[config.mk]
export PLATFORM = sky130hd
export DESIGN_NAME = irq_arbiter_8
export DESIGN_NICKNAME = d
export VERILOG_FILES = /design/src/rtl/irq_arbiter_8.sv
export SDC_FILE = /design/constraint.sdc
export NUM_CORES = 1
export LEC_CHECK = 0
export ABC_CLOCK_PERIOD_IN_PS = 3000
export BUFFER_PORTS_ARGS = -buffer_cell sky130_fd_sc_hd__buf_2
export CAP_MARGIN = 10
export CORE_MARGIN = 4
export CORE_UTILIZATION = 45
export DETAILED_ROUTE_END_ITERATION = 10
export PLACE_DENSITY_LB_ADDON = 0.15
export SETUP_SLACK_MARGIN = 0.3
export SLEW_MARGIN = 10
export SYNTH_ARGS = -nofsm -noshare
export SYNTH_HDL_FRONTEND = slang
export SYNTH_SLANG_ARGS = --single-unit
[constraint.sdc]
create_clock -name clk -period 3 [get_ports clk]
set_input_delay 0.9 -clock clk [delete_from_list [all_inputs] [get_ports clk]]
set_output_delay 0.9 -clock clk [all_outputs]
set_load 0.01 [all_outputs]
[src/rtl/irq_arbiter_8.sv]
// Eight-source interrupt arbiter: per-source polarity/edge capture, masking,
// fixed priority (bit 0 highest) and nested in-service tracking.

module irq_src_lane #(
  parameter logic POL = 1'b0
) (
  input  logic clk,
  input  logic rst,
  input  logic irq,
  input  logic ack_clr,
  output logic pend
);
  logic corr, prev, rise;

  assign corr = irq ^ POL;
  assign rise = corr & ~prev;

  // A rising edge outranks a same-cycle ack so a back-to-back event is not lost.
  always_ff @(posedge clk) begin
    if (rst) begin
      prev <= corr;
      pend <= 1'b0;
    end else begin
      prev <= corr;
      pend <= rise | (pend & ~ack_clr);
    end
  end
endmodule

module irq_arbiter_8 #(
  parameter logic [7:0] POLARITY_MASK = 8'h00,
  parameter logic [7:0] MASK_RESET    = 8'hFF
) (
  input  logic       clk,
  input  logic       rst,
  input  logic [7:0] irq_in,
  input  logic       int_en,
  input  logic       mask_we,
  input  logic [7:0] mask_wdata,
  input  logic       int_ack,
  input  logic       eret,
  output logic       int_req,
  output logic [2:0] int_id,
  output logic [7:0] pending,
  output logic [7:0] in_service,
  output logic [7:0] mask
);
  localparam int NUM_SRC = 8;

  typedef enum logic {IDLE, REQ} state_t;
  state_t state;

  // Index of the lowest set bit; 8 when none is set.
  function automatic logic [3:0] lowest(input logic [7:0] v);
    lowest = 4'd8;
    for (int i = NUM_SRC - 1; i >= 0; i--)
      if (v[i]) lowest = i[3:0];
  endfunction

  logic [7:0] elig, ack_clr, eret_clr, mask_nxt;
  logic [3:0] cand, cur;
  logic       ack_hit, qual, withdraw;

  assign elig     = int_en ? (pending & ~mask) : 8'h00;
  assign cand     = lowest(elig);
  assign cur      = lowest(in_service);
  assign qual     = cand < cur;
  assign ack_hit  = (state == REQ) && int_ack;
  assign ack_clr  = ack_hit ? (8'd1 << int_id) : 8'h00;
  assign eret_clr = (eret && cur != 4'd8) ? (8'd1 << cur[2:0]) : 8'h00;
  assign mask_nxt = mask_we ? mask_wdata : mask;
  assign withdraw = !int_en || mask_nxt[int_id];

  for (genvar g = 0; g < NUM_SRC; g++) begin : g_lane
    irq_src_lane #(.POL(POLARITY_MASK[g])) u_lane (
      .clk     (clk),
      .rst     (rst),
      .irq     (irq_in[g]),
      .ack_clr (ack_clr[g]),
      .pend    (pending[g])
    );
  end

  // eret retires the old top of the nest before the ack pushes the new one.
  always_ff @(posedge clk) begin
    if (rst) begin
      state      <= IDLE;
      int_req    <= 1'b0;
      int_id     <= 3'd0;
      in_service <= 8'h00;
      mask       <= MASK_RESET;
    end else begin
      mask       <= mask_nxt;
      in_service <= (in_service & ~eret_clr) | ack_clr;
      case (state)
        IDLE: if (qual) begin
          int_id  <= cand[2:0];
          int_req <= 1'b1;
          state   <= REQ;
        end
        REQ: if (ack_hit || withdraw) begin
          int_req <= 1'b0;
          state   <= IDLE;
        end
        default: state <= IDLE;
      endcase
    end
  end
endmodule
==> results of run 1 <==
==> critical path, cell delays in order <==
cell and delay (ns):
buf_2 0.13, o21ai_0 0.09, a21boi_0 0.23, nor2b_1 0.16, ha_1 0.26, a211oi_2 0.25
nand2b_1 0.07, a21oi_1 0.15, a21oi_2 0.13, mux2i_1 0.16, nor2_1 0.05
==> what timing repair did <==
action | 4_1_cts | 5_1_grt
resized for setup | 0 | 1
endpoints found under the setup margin | 0 | 1
buffers inserted | 0 | 0
==> power groups by stage <==
stage | combinational [mW] | sequential [mW] | clock, mW
2_1_floorplan | 0.0996 | 0.549 | 0
3_3_place_gp | 0.138 | 0.550 | 0
3_5_place_dp | 0.139 | 0.550 | 0
4_1_cts | 0.140 | 0.539 | 0.460
5_1_grt | 0.157 | 0.543 | 0.480
6_report | 0.140 | 0.539 | 0.447
==> cells by family (layout without fill, tap and decap cells) <==
group	count (synthesis)	in the layout	share of synthesized area [%]
compound gates	50	50	17.29
fa+ha+maj	3	3	2.152
buf+inv	20	65	6.600
flops	37	37	42.47
mux	8	8	5.882
simple gates	82	82	25.61
==> cell usage after synthesis, types with 3 or more instances <==
cell	count
nand2b_1	6
a21oi_1	21
or3_1	3
or2_2	6
inv_1	8
nor2_1	18
dfxtp_1	37
o21ai_0	10
mux2_4	4
nand2_1	15
and2b_2	3
buf_4	8
nor2b_1	17
ha_1	3
o21ai_1	4
==> sequential cells by signal (all words and copies together), names as in the netlist <==
| register | flops |
|---|---|
| g_lane.u_lane.pend | 8 |
| g_lane.u_lane.prev | 8 |
| int_req | 1 |
| in_service | 8 |
| int_id | 3 |
| mask | 8 |
| state | 1 |
==> per-stage QoR <==
stage	worst slack [ns]	utilization (%)	total power [mW]	cell area (um2)
6_report	0.5669	56.23	1.126	2090
4_1_cts	0.4885	56.09	1.139	2085
2_1_floorplan	0.5018	-	0.6490	1744
5_1_grt	0.3680	56.23	1.180	2090
3_5_place_dp	0.1843	52.86	0.6894	1964
3_3_place_gp	0.2463	52.86	0.6879	1964
==> path summary, 6_finish.rpt <==
check | startpoint | endpoint | slack (ns) | cells past startpoint
min reg2reg | int_req$_SDFFE_PP0P_ | int_req$_SDFFE_PP0P_ | 0.51 | 2
max reg2reg | g_lane[4].u_lane.pend$_SDFF_PP0_ | int_id[2]$_SDFFE_PP0P_ | 0.73 | 11
max | int_en | int_id[2]$_SDFFE_PP0P_ | 0.57 | 11
min | int_req$_SDFFE_PP0P_ | int_req$_SDFFE_PP0P_ | 0.51 | 2
==> area by class of cell <==
type,count,share of cell area [%]
flip-flops and latches,37,35.45
well taps,48,2.874
clock inverters,2,1.796
inverters,8,1.437
multi-input cells,143,42.75
repair buffers,49,11.74
clock buffers,6,3.952
==> layer usage <==
layer | vias to the layer above | GRT usage (%)
met5 | - | 0
met4 | 0 | 5.745
met3 | 5 | 4.173
met2 | 37 | 26.09
met1 | 658 | 21.93
li1 | 766 | -
==> reports/metrics.cfg, run 1 <==
[status]
status = finished, final reports clean

[cts]
clock_latency_ns = 0.28
ctsHtreeMaxLevel = 2
clkTransAtPathRegs_ns = 0.07
cts-root-buf = clkbuf_8
cts_sinks = 37
numCtsBuffers = 5
cts_tree = built
clockBufferDepth = 2
cts_hold_buf = 0

[synthesis]
ys.flop_type = dfxtp_1
yosysSeqAreaShare_pct = 42.47
syn_inst = 200
synth_edf_count = 0
syn_area_um2 = 1744
synth_top_cell_by_area = dfxtp_1
yosys.cell_types.count = 42
synth-seq-cells = 37
yosysWarnings = 0
async_flop_share_pct = 0
synth_top_area_share_pct = 42.47
ys_top_cells_by_area = dfxtp_1 42%, nor2b_1 6.1%, a21oi_1 6.0%
synth.avg_cell_area_um2 = 8.721
synth_fp_nets = 225

[timing]
relSlewSlack_pct = 67.40
worst_pin_slew_ns = 0.4890
fmax_ghz = 0.4110
final_max_slew_viol_count = 0
grt_setup_unrepaired = false
fin_skew_ns = 0.003621
period_share_pct = 81.10
setup_viol = 0
setup_tns_ns = 0
finalHoldViolations = 0
fin_crit_ns = 2.433
fin_hold_ws_ns = 0.5060

[pwr]
p_comb_share_pct = 12.4
p_int_mw = 0.8588
clock_power_share_pct = 39.7
switching_share_pct = 23.72
seqPwrFrac_pct = 47.9
peakVddDrop_uv = 326.5
p_per_area_nw_per_um2 = 538.8
cellLeakagePower_nw = 0.9175
switchingPower_mw = 0.2671

[critical_path]
end_kind = register
crit_type = input port to register
cp.arrival_ns = 2.59
critical_path.max_fanout = 6
cp.required_ns = 3.16
cp-start-kind = input port

[cells_and_area]
area_delta_synth_final_pct = 19.80
multi_input_area_um2 = 893.4
mostFrequentLayoutCells = 49 x buf_2, 37 x dfxtp_1, 21 x a21oi_1
fin_cells = 293
n_antenna_cell = 0
final_nets = 269
final_common_cell = buf_2
regArea_um2 = 740.7
fillers = 364
layout-drive-gt1-share_pct = 31.84

[global_routing]
gr-total-overflow = 0
antenna_found_initial = 0
grt_start_max_net_pins = 30
grt_pass1_vias = 1356
grt_pass1_wl_um = 6403
grt_util_all_layers_pct = 16.58

[floorplan]
start_util_pct = 46.94
fp-row-count = 22
dieHeight_um = 70.26
die_w_um = 70.26
core_area_um2 = 3716
die-area_um2 = 4936
io_pins = 50

[placed_design]
hpwl_um = 2991
dp.cells = 285
port_buffers = 49
globalplace.congestion = 0.7939

[route]
dr_wl_met3_um = 221
drcViolationCount = 0
wl_met2_um = 1773
firstDrtPassIters = 4
routed.top_layer = met4
drt_iter0_drc = 104
wl_um = 3916
vias = 1466
vias_per_cell = 5.003
routedWlPerCell_um = 13.37
ant_nets = 0
drt-met1-wl_um = 1862

[min_path]
hold_class = register to register

[flow_run]
cap_violations = 0

Note: power is estimated with default switching activity, not from simulation.
==> inputs of run 2 (changes only) <==
ABC_CLOCK_PERIOD_IN_PS = 2300   (was 3000)
clock period = 2.3 ns   (was 3 ns; I/O delays follow)
==> reports/metrics.cfg, run 2 (synthesis gave the netlist of run 1 again) <==
[status]
status = finished, final reports clean

[route]
vias = 1563
wl_um = 4474
drt_iter0_drc = 100
routedWlPerCell_um = 14.72
vias_per_cell = 5.141
ant_nets = 0
drcViolationCount = 0
firstDrtPassIters = 6

[critical_path]
crit_type = register to register
end_kind = register
path_cells = nor2b_4 -> o21ai_2 -> a21boi_2 -> nor2b_4 -> ha_4 -> a211oi_4 -> nand2b_1 -> a21oi_2 -> a21oi_4 -> mux2i_1 -> nor2_1
cp.required_ns = 2.46
critPathMaxStageDelay_ns = 0.33
cp.arrival_ns = 2.25
cp_top_family = compound AO/OA/AOI/OAI gates
worst_path_max_delay_cell = dfxtp_2
critical_path.max_fanout = 4
cp-start-kind = register
crit_top_cell = nor2b_4
critPathBufInv = 0

[timing]
final_max_slew_viol_count = 0
grt_setup_unrepaired = true
worst_slack_ns = 0.2049
period_share_pct = 91.09
worst_pin_slew_ns = 0.5033
finalHoldViolations = 0
fin_skew_ns = 0.01216
relSlewSlack_pct = 66.44
setup_tns_ns = 0
fin_crit_ns = 2.095
fmax_ghz = 0.4773
setup_viol = 0

[cts]
cts_tree = built
cts_hold_buf = 0
cts-root-buf = clkbuf_8
numCtsBuffers = 5
clock_latency_ns = 0.29
clkTransAtPathRegs_ns = 0.07
ctsHtreeMaxLevel = 2
cts_sinks = 37
clockBufferDepth = 2

[floorplan]
die-area_um2 = 4936
die_w_um = 70.26
start_util_pct = 46.94
dieHeight_um = 70.26
io_pins = 50
fp-row-count = 22
core_area_um2 = 3716

[global_routing]
gr-total-overflow = 0
grt_pass1_wl_um = 7162
antenna_found_initial = 0
grt_pass1_vias = 1500
grt_start_max_net_pins = 30
grt_util_all_layers_pct = 17.99

[pwr]
peakVddDrop_uv = 451.5
p_per_area_nw_per_um2 = 658.7
total_power_mw = 1.503
cellLeakagePower_nw = 1.019

[cells_and_area]
layout-drive-gt1-share_pct = 43.36
final_nets = 280
fin_util_pct = 61.41
n_antenna_cell = 0
fin_cells = 304
mostFrequentLayoutCells = 48 x buf_2, 28 x dfxtp_1, 20 x a21oi_1
area_delta_synth_final_pct = 30.85
final_common_cell = buf_2

[placed_design]
pre_cts_slack_ns = -0.1057
dp.cells = 292
globalplace.congestion = 0.8529
hpwl_um = 3222
port_buffers = 49

[min_path]
hold_class = register to register

[flow_run]
cap_violations = 0

==> run 2: changes by cell type in the layout (fill, tap and decap cells not counted), sizes merged <==
cell      previous run  this run
buf                 49        60
clkinvlp             1         0
clkinv               0         1
==> run 2: per-layer routing <==
layer  vias up  track usage (%)  wire, um
met2        49            28.38      2127
met5         -                0         0
li1        782                -         -
met4         0            4.468        34
met3         4            4.892       298
met1       728            24.23      2013
==> run 2: tightest hold or removal path, stage by stage (launching register included) <==
cell	delay [ns]
dfxtp_1	0.31
o21ai_1	0.06
a21oi_1	0.07
==> run 2: power breakdown <==
part / internal (mW) / switching (mW) / total [mW]
Sequential: 0.677 / 0.0297 / 0.707
Clock: 0.326 / 0.238 / 0.563
Combinational: 0.123 / 0.111 / 0.234
Total: 1.13 / 0.378 / 1.50
==> run 2: worst paths after layout <==
path                                    start                endpoint  slack, ns  depth (start not counted)
min                      int_req$_SDFFE_PP0P_    int_req$_SDFFE_PP0P_       0.49                          2
min reg2reg              int_req$_SDFFE_PP0P_    int_req$_SDFFE_PP0P_       0.49                          2
max          g_lane[5].u_lane.pend$_SDFF_PP0_  int_id[1]$_SDFFE_PP0P_       0.20                         11
max reg2reg  g_lane[5].u_lane.pend$_SDFF_PP0_  int_id[1]$_SDFFE_PP0P_       0.20                         11
==> run 2: layout make-up <==
type,instances,area (um2)
clock buffers,6,72.57
clock inverters,2,38.79
fillers,336,1434
inverters,8,30.03
multi-input cells,143,994.7
flip-flops and latches,37,752.0
well taps,48,60.06
repair buffers,60,334.1
==> run 2: timing repair <==
action,CTS,global route
endpoints found under the setup margin,5,5
gates cloned,0,0
gates resized for setup,18,12
setup buffers,2,2
pin swaps,0,5
==> run 2: metrics by stage <==
step / instance area [um2] / hold slack (ns)
after floorplan: 1760 / 0.4705
final: 2282 / 0.4914
after detailed placement: 2033 / 0.4952
after global placement: 2033 / 0.4736
after global routing: 2282 / 0.4940
after CTS: 2210 / 0.4974
